$ cat config.mk
export PLATFORM = sky130hd
export DESIGN_NAME = jvm_byte_server
export DESIGN_NICKNAME = d
export VERILOG_FILES = /design/src/rtl/jvm_byte_server.sv
export SDC_FILE = /design/constraint.sdc
export NUM_CORES = 1
export LEC_CHECK = 0
export CAP_MARGIN = 20
export CORE_UTILIZATION = 30
export CTS_BUF_LIST = sky130_fd_sc_hd__clkbuf_4
export CTS_CLUSTER_DIAMETER = 150
export DETAILED_ROUTE_END_ITERATION = 8
export GPL_ROUTABILITY_DRIVEN = 0
export MAX_ROUTING_LAYER = met4
export PLACE_DENSITY_LB_ADDON = 0.25
export SLEW_MARGIN = 20
export SYNTH_ARGS = -nofsm -noshare
export SYNTH_HDL_FRONTEND = slang
export SYNTH_SLANG_ARGS = --single-unit
$ cat constraint.sdc
create_clock -name clk -period 5.6 [get_ports clk]
set_clock_uncertainty 0.2 [all_clocks]
set_input_delay 1.4 -clock clk [delete_from_list [all_inputs] [get_ports clk]]
set_output_delay 1.4 -clock clk [all_outputs]
set_load 0.05 [all_outputs]
$ cat src/rtl/jvm_byte_server.sv
// jvm_byte_server: serves big-endian bytecode bytes one at a time from a
// 32-bit synchronous program ROM. A one-word cache lets four consecutive
// bytes of the same word cost a single ROM fetch.
module jvm_byte_server #(
  parameter int SIZE          = 256,
  parameter int ADDRESS_WIDTH = 8
) (
  input  logic                     clk,
  input  logic                     reset,
  input  logic                     start,
  input  logic                     pc_reset,
  output logic [7:0]               next_byte,
  output logic                     ready,
  output logic                     busy,
  output logic                     eop,
  output logic [ADDRESS_WIDTH-1:0] mem_addr,
  input  logic [31:0]              mem_rdata
);

  // The byte pointer carries one extra top bit so that the end-of-program
  // value SIZE*4 is representable; below that value the top bit is zero and
  // the word index / lane fields sit in the low ADDRESS_WIDTH+2 bits.
  localparam int BPW = ADDRESS_WIDTH + 3;
  localparam logic [BPW-1:0] END_BP = {1'b1, {(ADDRESS_WIDTH+2){1'b0}}};

  localparam logic [1:0] IDLE    = 2'd0;
  localparam logic [1:0] WAIT    = 2'd1;
  localparam logic [1:0] FILL    = 2'd2;
  localparam logic [1:0] DELIVER = 2'd3;

  // Elaboration-time guard on the parameter relationship.
  generate
    if (SIZE != (2 ** ADDRESS_WIDTH)) begin : g_size_check
      $error("jvm_byte_server: SIZE must equal 2**ADDRESS_WIDTH");
    end
  endgenerate

  logic [1:0]               state_reg;
  logic [BPW-1:0]           bp_reg;
  logic [31:0]              cache_data_reg;
  logic [ADDRESS_WIDTH-1:0] cache_tag_reg;
  logic                     cache_valid_reg;
  logic [7:0]               next_byte_reg;
  logic                     ready_reg;
  logic [ADDRESS_WIDTH-1:0] mem_addr_reg;

  logic [ADDRESS_WIDTH-1:0] bp_word;
  logic [1:0]               bp_lane;
  logic                     eop_now;
  logic                     cache_hit;

  // Big-endian lane pick: lane 0 is the most significant byte.
  function automatic logic [7:0] lane_sel(input logic [31:0] w, input logic [1:0] l);
    logic [7:0] b;
    case (l)
      2'd0:    b = w[31:24];
      2'd1:    b = w[23:16];
      2'd2:    b = w[15:8];
      default: b = w[7:0];
    endcase
    return b;
  endfunction

  assign bp_word   = bp_reg[ADDRESS_WIDTH+1:2];
  assign bp_lane   = bp_reg[1:0];
  assign eop_now   = (bp_reg == END_BP);
  assign cache_hit = cache_valid_reg && (cache_tag_reg == bp_word);

  assign next_byte = next_byte_reg;
  assign ready     = ready_reg;
  assign busy      = (state_reg != IDLE);
  assign eop       = eop_now;
  assign mem_addr  = mem_addr_reg;

  // Request sequencer: cache lookup, ROM fetch, byte delivery and pointer update.
  always_ff @(posedge clk) begin
    if (reset) begin
      state_reg       <= IDLE;
      bp_reg          <= '0;
      cache_data_reg  <= '0;
      cache_tag_reg   <= '0;
      cache_valid_reg <= 1'b0;
      next_byte_reg   <= 8'h00;
      ready_reg       <= 1'b0;
      mem_addr_reg    <= '0;
    end else if (pc_reset) begin
      // Rewind aborts any in-flight request; the cached word survives.
      state_reg <= IDLE;
      bp_reg    <= '0;
      ready_reg <= 1'b0;
    end else begin
      case (state_reg)
        IDLE: begin
          ready_reg <= 1'b0;
          if (start) begin
            if (eop_now) begin
              // Past the end: answer with a zero byte, no ROM access.
              next_byte_reg <= 8'h00;
              ready_reg     <= 1'b1;
              state_reg     <= DELIVER;
            end else if (cache_hit) begin
              next_byte_reg <= lane_sel(cache_data_reg, bp_lane);
              ready_reg     <= 1'b1;
              state_reg     <= DELIVER;
            end else begin
              mem_addr_reg <= bp_word;
              state_reg    <= WAIT;
            end
          end
        end
        WAIT: begin
          // ROM is registering the address presented this cycle.
          state_reg <= FILL;
        end
        FILL: begin
          cache_data_reg  <= mem_rdata;
          cache_tag_reg   <= mem_addr_reg;
          cache_valid_reg <= 1'b1;
          next_byte_reg   <= lane_sel(mem_rdata, bp_lane);
          ready_reg       <= 1'b1;
          state_reg       <= DELIVER;
        end
        default: begin
          // DELIVER: ready is high this cycle; advance unless already at the end.
          ready_reg <= 1'b0;
          if (!eop_now) begin
            bp_reg <= bp_reg + 1'b1;
          end
          state_reg <= IDLE;
        end
      endcase
    end
  end

endmodule
== Yosys cells after proc, flatten, opt, wreduce, memory -nomap -nowiden ==
Index checks and enable logic that the tools add are counted.
Storage, ports and cells
  flip-flop bits (word level): 71
  latch bits: 0
  RAM bits: 0
  bits in read-only memories: 0
  input port bits: 36
  output and inout bits: 19
  memories kept: 0
Cells by class
  add/subtract/negate cells: 1
  $mul: 0
  div/mod/pow operators: 0
  magnitude comparators: 0
  equality and inequality tests: 8
  shift operators: 0
  multiplexer cells: 14
  bitwise gates (word level): 4
  reductions and logical operators: 11
Operator list (count)
  8-bit case mux with 3 select lines: 2
  8-bit two-way mux: 3
  8-bit case mux with 2 select lines: 1
  11-bit by 1-bit adder with 11-bit output (second input constant): 1
  11-bit equality test (second input constant): 1
  8-bit equality test: 1
  2-bit two-way mux: 3
  2-bit case mux with 3 select lines: 1
  5-bit AND reduction: 1
  2-bit by 1-bit equality test with 1-bit output (second input constant): 2
  2-bit equality test (second input constant): 2
  2-bit logical NOT: 2
  1-bit inverter: 4
  2-bit AND reduction: 2
  4-bit AND reduction: 1
  2-bit nonzero test: 2
  1-bit two-way mux: 3
  3-bit inequality test (second input constant): 1
  1-bit case mux with 3 select lines: 1
  3-bit OR reduction: 1
  2-bit inequality test (second input constant): 1
  2-bit OR reduction: 1
  1-bit logical AND: 1

== Depth between registers and ports, before layout ==
Gate-level depths: netlist of the first run.
  word-level depth: 6
  depth in mapped cells: 10

== Worst setup path after synthesis of the first run ==
No wires, ideal clock.
  path type: reg2out
  start point: reg bp_reg[0]
  end point: out eop
  arrival: 1281 ps
  data required time: 4000 ps
  setup slack: 2719 ps
  cell stages (with the launch flop): 7
  buffers on the path: 1
  path through: dfxtp_1 inv_1 ha_1 clkbuf_1 nor2b_1 nand4_2 clkinv_2
On the way
  cells in the longest elaborated chain, start to end: 1
RTL lines
  start: declaration: line 39  | logic [BPW-1:0] bp_reg;
  start signal: assignment: line 127  | bp_reg <= bp_reg + 1'b1;
  11-bit equality test: line 66  | assign eop_now = (bp_reg == END_BP);
  end: declaration: line 15  | output logic eop,
Every way passes these cells.

== Final worst setup path of the first run ==
Ends and elaborated chain as after synthesis.

==> results of run 1 <==
cell usage after synthesis, types with 3 or more instances:
cell type  instances
nand2b_1           9
o21ai_1            8
o31ai_2            8
nand4b_1          16
buf_6              3
a22oi_1            9
mux2i_1            3
a21oi_1           44
clkbuf_1          28
xnor2_1            5
ha_1               8
dfxtp_1           71
o21ai_0           18
buf_2              3
nand2_1          102
nor2_1            18
a222oi_1          16
xor2_1            10
inv_1              9
layer usage:
metal / wire [um] / GRT usage
met1: 4178 / 0.2231
met4: 157 / 0.06857
met5: 0 / -
met3: 460 / 0.02845
met2: 3877 / 0.2188
stage by stage:
stage                       util  hold slack (ns)
final                     0.3780           0.2656
after global placement    0.3647           0.2415
after floorplan                -           0.2323
after global routing      0.3780           0.2769
after detailed placement  0.3647           0.2482
after CTS                 0.3780           0.2670
how the worst max path moves through the flow:
stage,start,to
after detailed placement,bp_reg[0],eop
after global placement,bp_reg[0],eop
final,bp_reg[0],eop
after global routing,bp_reg[0],eop
after floorplan,bp_reg[0],eop
after CTS,bp_reg[0],eop
kinds of logic after synthesis:
logic type               synth area share
AO/OA/AOI/OAI                      0.2102
adder cells (fa/ha/maj)           0.02884
multiplexers                     0.008652
flip-flops                         0.4095
buffers and inverters             0.05767
AND/OR/NAND/NOR                    0.2426
XOR/XNOR                          0.04254
area by class of cell:
| class | instances | area share |
|---|---|---|
| sequential | 71 | 0.3394 |
| clock buffer | 9 | 0.01613 |
| inverter | 10 | 0.009262 |
| timing repair buffer | 56 | 0.1315 |
| clock inverter | 7 | 0.01912 |
| tap | 140 | 0.04183 |
| multi-input combinational | 301 | 0.4428 |
critical path, cell delays in order, from the launching register on:
cell	delay, ns
dfxtp_1	0.36
inv_1	0.12
ha_1	0.58
nor2b_1	0.23
nand4_2	0.14
clkinv_2	0.14
clkdlybuf4s50_1	0.82
report_power, final:
group	total (uW)	internal (uW)	switching, uW
logic	85.9	39.5	46.4
clock network	346	140	206
registers	513	510	2.67
total	944	690	255
==> impl_results.md, run 1 <==
- H-tree depth: 3
- DRT iter0 DRCs: approximately 200
- Worst slew pin tran: 0.9430 ns
- Vias in the first global route: between 2000 and 3000
- DR DRC count: 0
- Yosys cell types: 43
- Status: completed
- DIE HEIGHT: ~110 um
- Core box area: 11080 um2
- Unrepaired setup endpoints after global routing: no
- Flops & latches, synth: 71
- First-pass GRT wire length: 13980 um
- Synthesized cell area: roughly 3500 um2
- Final hold vios: 0
- Worst Hold Class: reg -> reg
- Async S/R FF share, synth: 0
- Final WS setup: 1.165 ns
- Most frequent cells in the layout: 102 x nand2_1, 71 x dfxtp_1, 53 x clkdlybuf4s50_1, 44 x a21oi_1
- Final TNS setup: 0 ns
- Grt ovf: 0
- ANT cells: 0
- EDFF count, synth: 0
- Ranking of synthesized cells by area: dfxtp_1 41%, nand2_1 11%, a21oi_1 6.3%
- Crit Path Class: reg -> out
- Final Non-Filler Cells: roughly 590
- Syn nets: between 400 and 500
- P&R area growth vs syn: 20.66%
- Initial Util: 0.3133
- Worst-Skew Late Latency: 0.44 ns
- Sequential cell area: 1421 um2
- IO buf count: between 50 and 60
- Worst R2R Path Depth: 8
- Overall Global Routing Usage: 0.1582
- Min-Delay Startpoint: cache_data_reg[6]
- CTS Buffer Depth: 2
- Average instance area after synthesis: approximately 8.3 um2
- # rows: 38
- Hold Path Cell Cnt: 2
- Pre-antenna DRT Iters: 6
- Most common cell after layout, fill and taps aside: nand2_1
- Static leakage: 0.001373 uW
- Layout cells sized above 1: 0.09251
- PwrDens: approximately 230 nW/um2
- CP startpoint kind: register
- Req. time, crit path: about 4.0 ns
- Routed via count: around 3000
- Max FFs per register: 32
- Critical Path AT: 2.83 ns
- Critical Path End Type: primary output
- Final WL: between 8000 and 9000 um
- FF-to-FF End: mem_addr[7]
- DRT antenna net count: 0
- Inst Count DP: 578
- Multi-input gate area: 1854 um2
- Die area: 12000 um2
- Sequential share of the synthesized area: 0.4095
- Max Fclk: between 200 and 250 MHz
- Setup Buffers After CTS: 0
- Cell area after placement: just over 4000 um2
- Worst hold path endpoint: cache_data_reg[6]
- MaxCap Viol Count: 0
- Filler cell count: about 1100
- Detailed placer's ending HPWL: between 5000 and 6000 um
- Final Critical Period: 4.435 ns
- NumNets Final: approximately 500
- Initial antenna violation count: 0
- DR WL/cell: ~15 um
- Pre-CTS setup slack: between 1.5 and 2 ns
- Cell taking the most area after synthesis: dfxtp_1
- IO Pins: 55
- Pwr Total: around 940 uW
- Clk root buf: clkbuf_4
- Top cell type's share of synthesized area: 0.4095
- CTS buffer count: 9
- Largest net degree at the start of global routing: 74
- Die W: ~110 um
- Critical path peak fanout: 17
- Period utilisation layout: 0.7919
- Sink Count: 71
- Vias per cell: 5.052
- Worst reg-to-reg setup slack: 2.78 ns
- Clock-pin slew on the worst setup and hold paths: 0.13 ns
- CTS tree: done
- Cell count after synthesis: between 400 and 500
- Relative slew slack: 0.3714
- Slew Viols, Final: 0
- Post-CTS Hold Buffers: 0
- Worst r2r src: bp_reg[0]
- Max VDD drop: around 0.086 mV
- Final Instance Area: ~4200 um2
- Top_reg_cell synth: dfxtp_1
- Setup Viol. Count Final: 0
- Cts repair resizes: 0
- Yosys warnings: 0
Power figures use the tool's default switching activity.
==> run 2, diff against run 1 <==
clock period = 4.5 ns   (was 5.6 ns; I/O delays follow)
==> impl_results.md, run 2 (synthesized netlist as in run 1, its figures left out) <==
- Int Pwr: roughly 920 uW
- Grt ovf: 0
- Routed via count: 3031
- Cts repair resizes: 0
- Post-Route Utilization: 0.3807
- Part of the power in the clock network: 0.396
- Final Instance Area: between 4000 and 5000 um2
- Max VDD drop: around 0.11 mV
- Post-CTS Hold Buffers: 0
- P&R area growth vs syn: 21.52%
- Multi-input gate area: between 1500 and 2000 um2
- CP startpoint kind: register
- Layout cells sized above 1: 0.09231
- DR DRC count: 0
- DRT iter0 DRCs: 260
- Sequential share of power: 0.517
- DR WL/cell: between 10 and 15 um
- Max Fclk: ~240 MHz
- CP max-delay cell: clkdlybuf4s50_1
- Largest net degree at the start of global routing: 52
- Detailed placer's ending HPWL: roughly 6000 um
- Switching part of the total power: 0.2571
- Period utilisation layout: 0.9201
- Initial antenna violation count: 1
- Most common cell after layout, fill and taps aside: nand2_1
- Vias per cell: between 5 and 6
- Sequential cell area: roughly 1400 um2
- Worst slew pin tran: approximately 0.96 ns
- Worst R2R Path Depth: 8
- Switching power: about 320 uW
- Hold Path Cell Cnt: 2
- Unrepaired setup endpoints after global routing: no
- Crit Path Class: reg -> out
- Clk root buf: clkbuf_4
- Status: completed
- Crit-path cells: inv_1, ha_1, nor2b_1, nand4_2, clkinv_2, clkdlybuf4s50_1
- Final hold vios: 0
- Critical Path AT: ~2.8 ns
- CP peak stage delay: 0.81 ns
- Sink Count: slightly above 70
- Logic pwr share: 0.087
- Core box area: 11080 um2
- Relative slew slack: 0.3583
- DIE HEIGHT: 109.6 um
- Initial Util: 0.3133
- Overall Global Routing Usage: 0.1604
- Final TNS setup: 0 ns
- Pre-antenna DRT Iters: 6
- CTS tree: done
- Most frequent cells in the layout: 102 x nand2_1, 71 x dfxtp_1, 53 x clkdlybuf4s50_1, 44 x a21oi_1
- Clock-pin slew on the worst setup and hold paths: approximately 0.14 ns
- Cell area after placement: roughly 4000 um2
- Die area: roughly 12000 um2
- Worst-Skew Late Latency: ~0.42 ns
- CTS buffer count: 9
- NumNets Final: roughly 490
- Static leakage: 0.001391 uW
- Worst Hold Class: reg -> reg
- Final WL: 8880 um
- PwrDens: ~290 nW/um2
- Setup Buffers After CTS: 0
- CTS Buffer Depth: 2
- Vias in the first global route: about 2800
- Critical path peak fanout: 17
- IO Pins: between 50 and 60
- Final Critical Period: approximately 4.1 ns
- Max FFs per register: 32
- Setup Viol. Count Final: 0
- Die W: between 100 and 150 um
- H-tree depth: 3
- MaxCap Viol Count: 0
- Req. time, crit path: approximately 3.2 ns
- Slew Viols, Final: 0
- Filler cell count: around 1200
- # rows: 38
- IO buf count: 54
- First-pass GRT wire length: about 14000 um
- DRT antenna net count: 0
- Critical Path End Type: primary output
-- run 2: cell count changes in the layout (fill, tap and decap cells not counted), sizes merged --
cell,before,now
inv,11,13
clkinv,3,1
buf,3,4
diode,0,1
bufinv,1,2
clkinvlp,2,1
-- run 2: cell type report --
type,count,area share
clock buffers,9,0.01602
multi-input cells,301,0.4390
inverters,10,0.009196
well taps,140,0.04153
clock inverters,7,0.02433
repair buffers,57,0.1323
diodes,1,0.0005933
flip-flops and latches,71,0.3370
-- run 2: critical path, delay by kind of cell, from the launching register on --
kind / cells / cell delay (ns)
flops: 1 / 0.36
buf+inv: 3 / 1.07
fa+ha+maj: 1 / 0.59
simple gates: 2 / 0.37
-- run 2: through the flow --
stage	power (uW)	hold WS, ns	cells	worst slack, ns
6_report	1234	0.2669	596	0.3597
5_1_grt	1285	0.2821	596	0.2057
4_1_cts	1246	0.2671	595	0.3424
3_5_place_dp	759.3	0.2494	579	0.8237
3_3_place_gp	758.0	0.2418	579	0.8755
2_1_floorplan	706.9	0.2323	417	1.894
-- run 2: path summary, 6_finish.rpt --
check	from	endpoint	slack [ns]
max	bp_reg[0]	eop	0.36
min	cache_data_reg[4]	cache_data_reg[4]	0.27
max reg2reg	bp_reg[0]	mem_addr[7]	1.67
min reg2reg	cache_data_reg[4]	cache_data_reg[4]	0.27
-- run 2: routing by layer --
metal,wire length (um),global-route usage
met1,4235,0.2194
met5,0,-
met2,4055,0.2385
met4,110,0.06286
met3,480,0.02193
-- run 2: power groups by stage --
stage                     clock (uW)  sequential (uW)  combinational (uW)
after global placement             0              652                 106
final                            489              638                 107
after global routing             530              639                 116
after CTS                        500              638                 107
after detailed placement           0              652                 107
after floorplan                    0              653                54.4
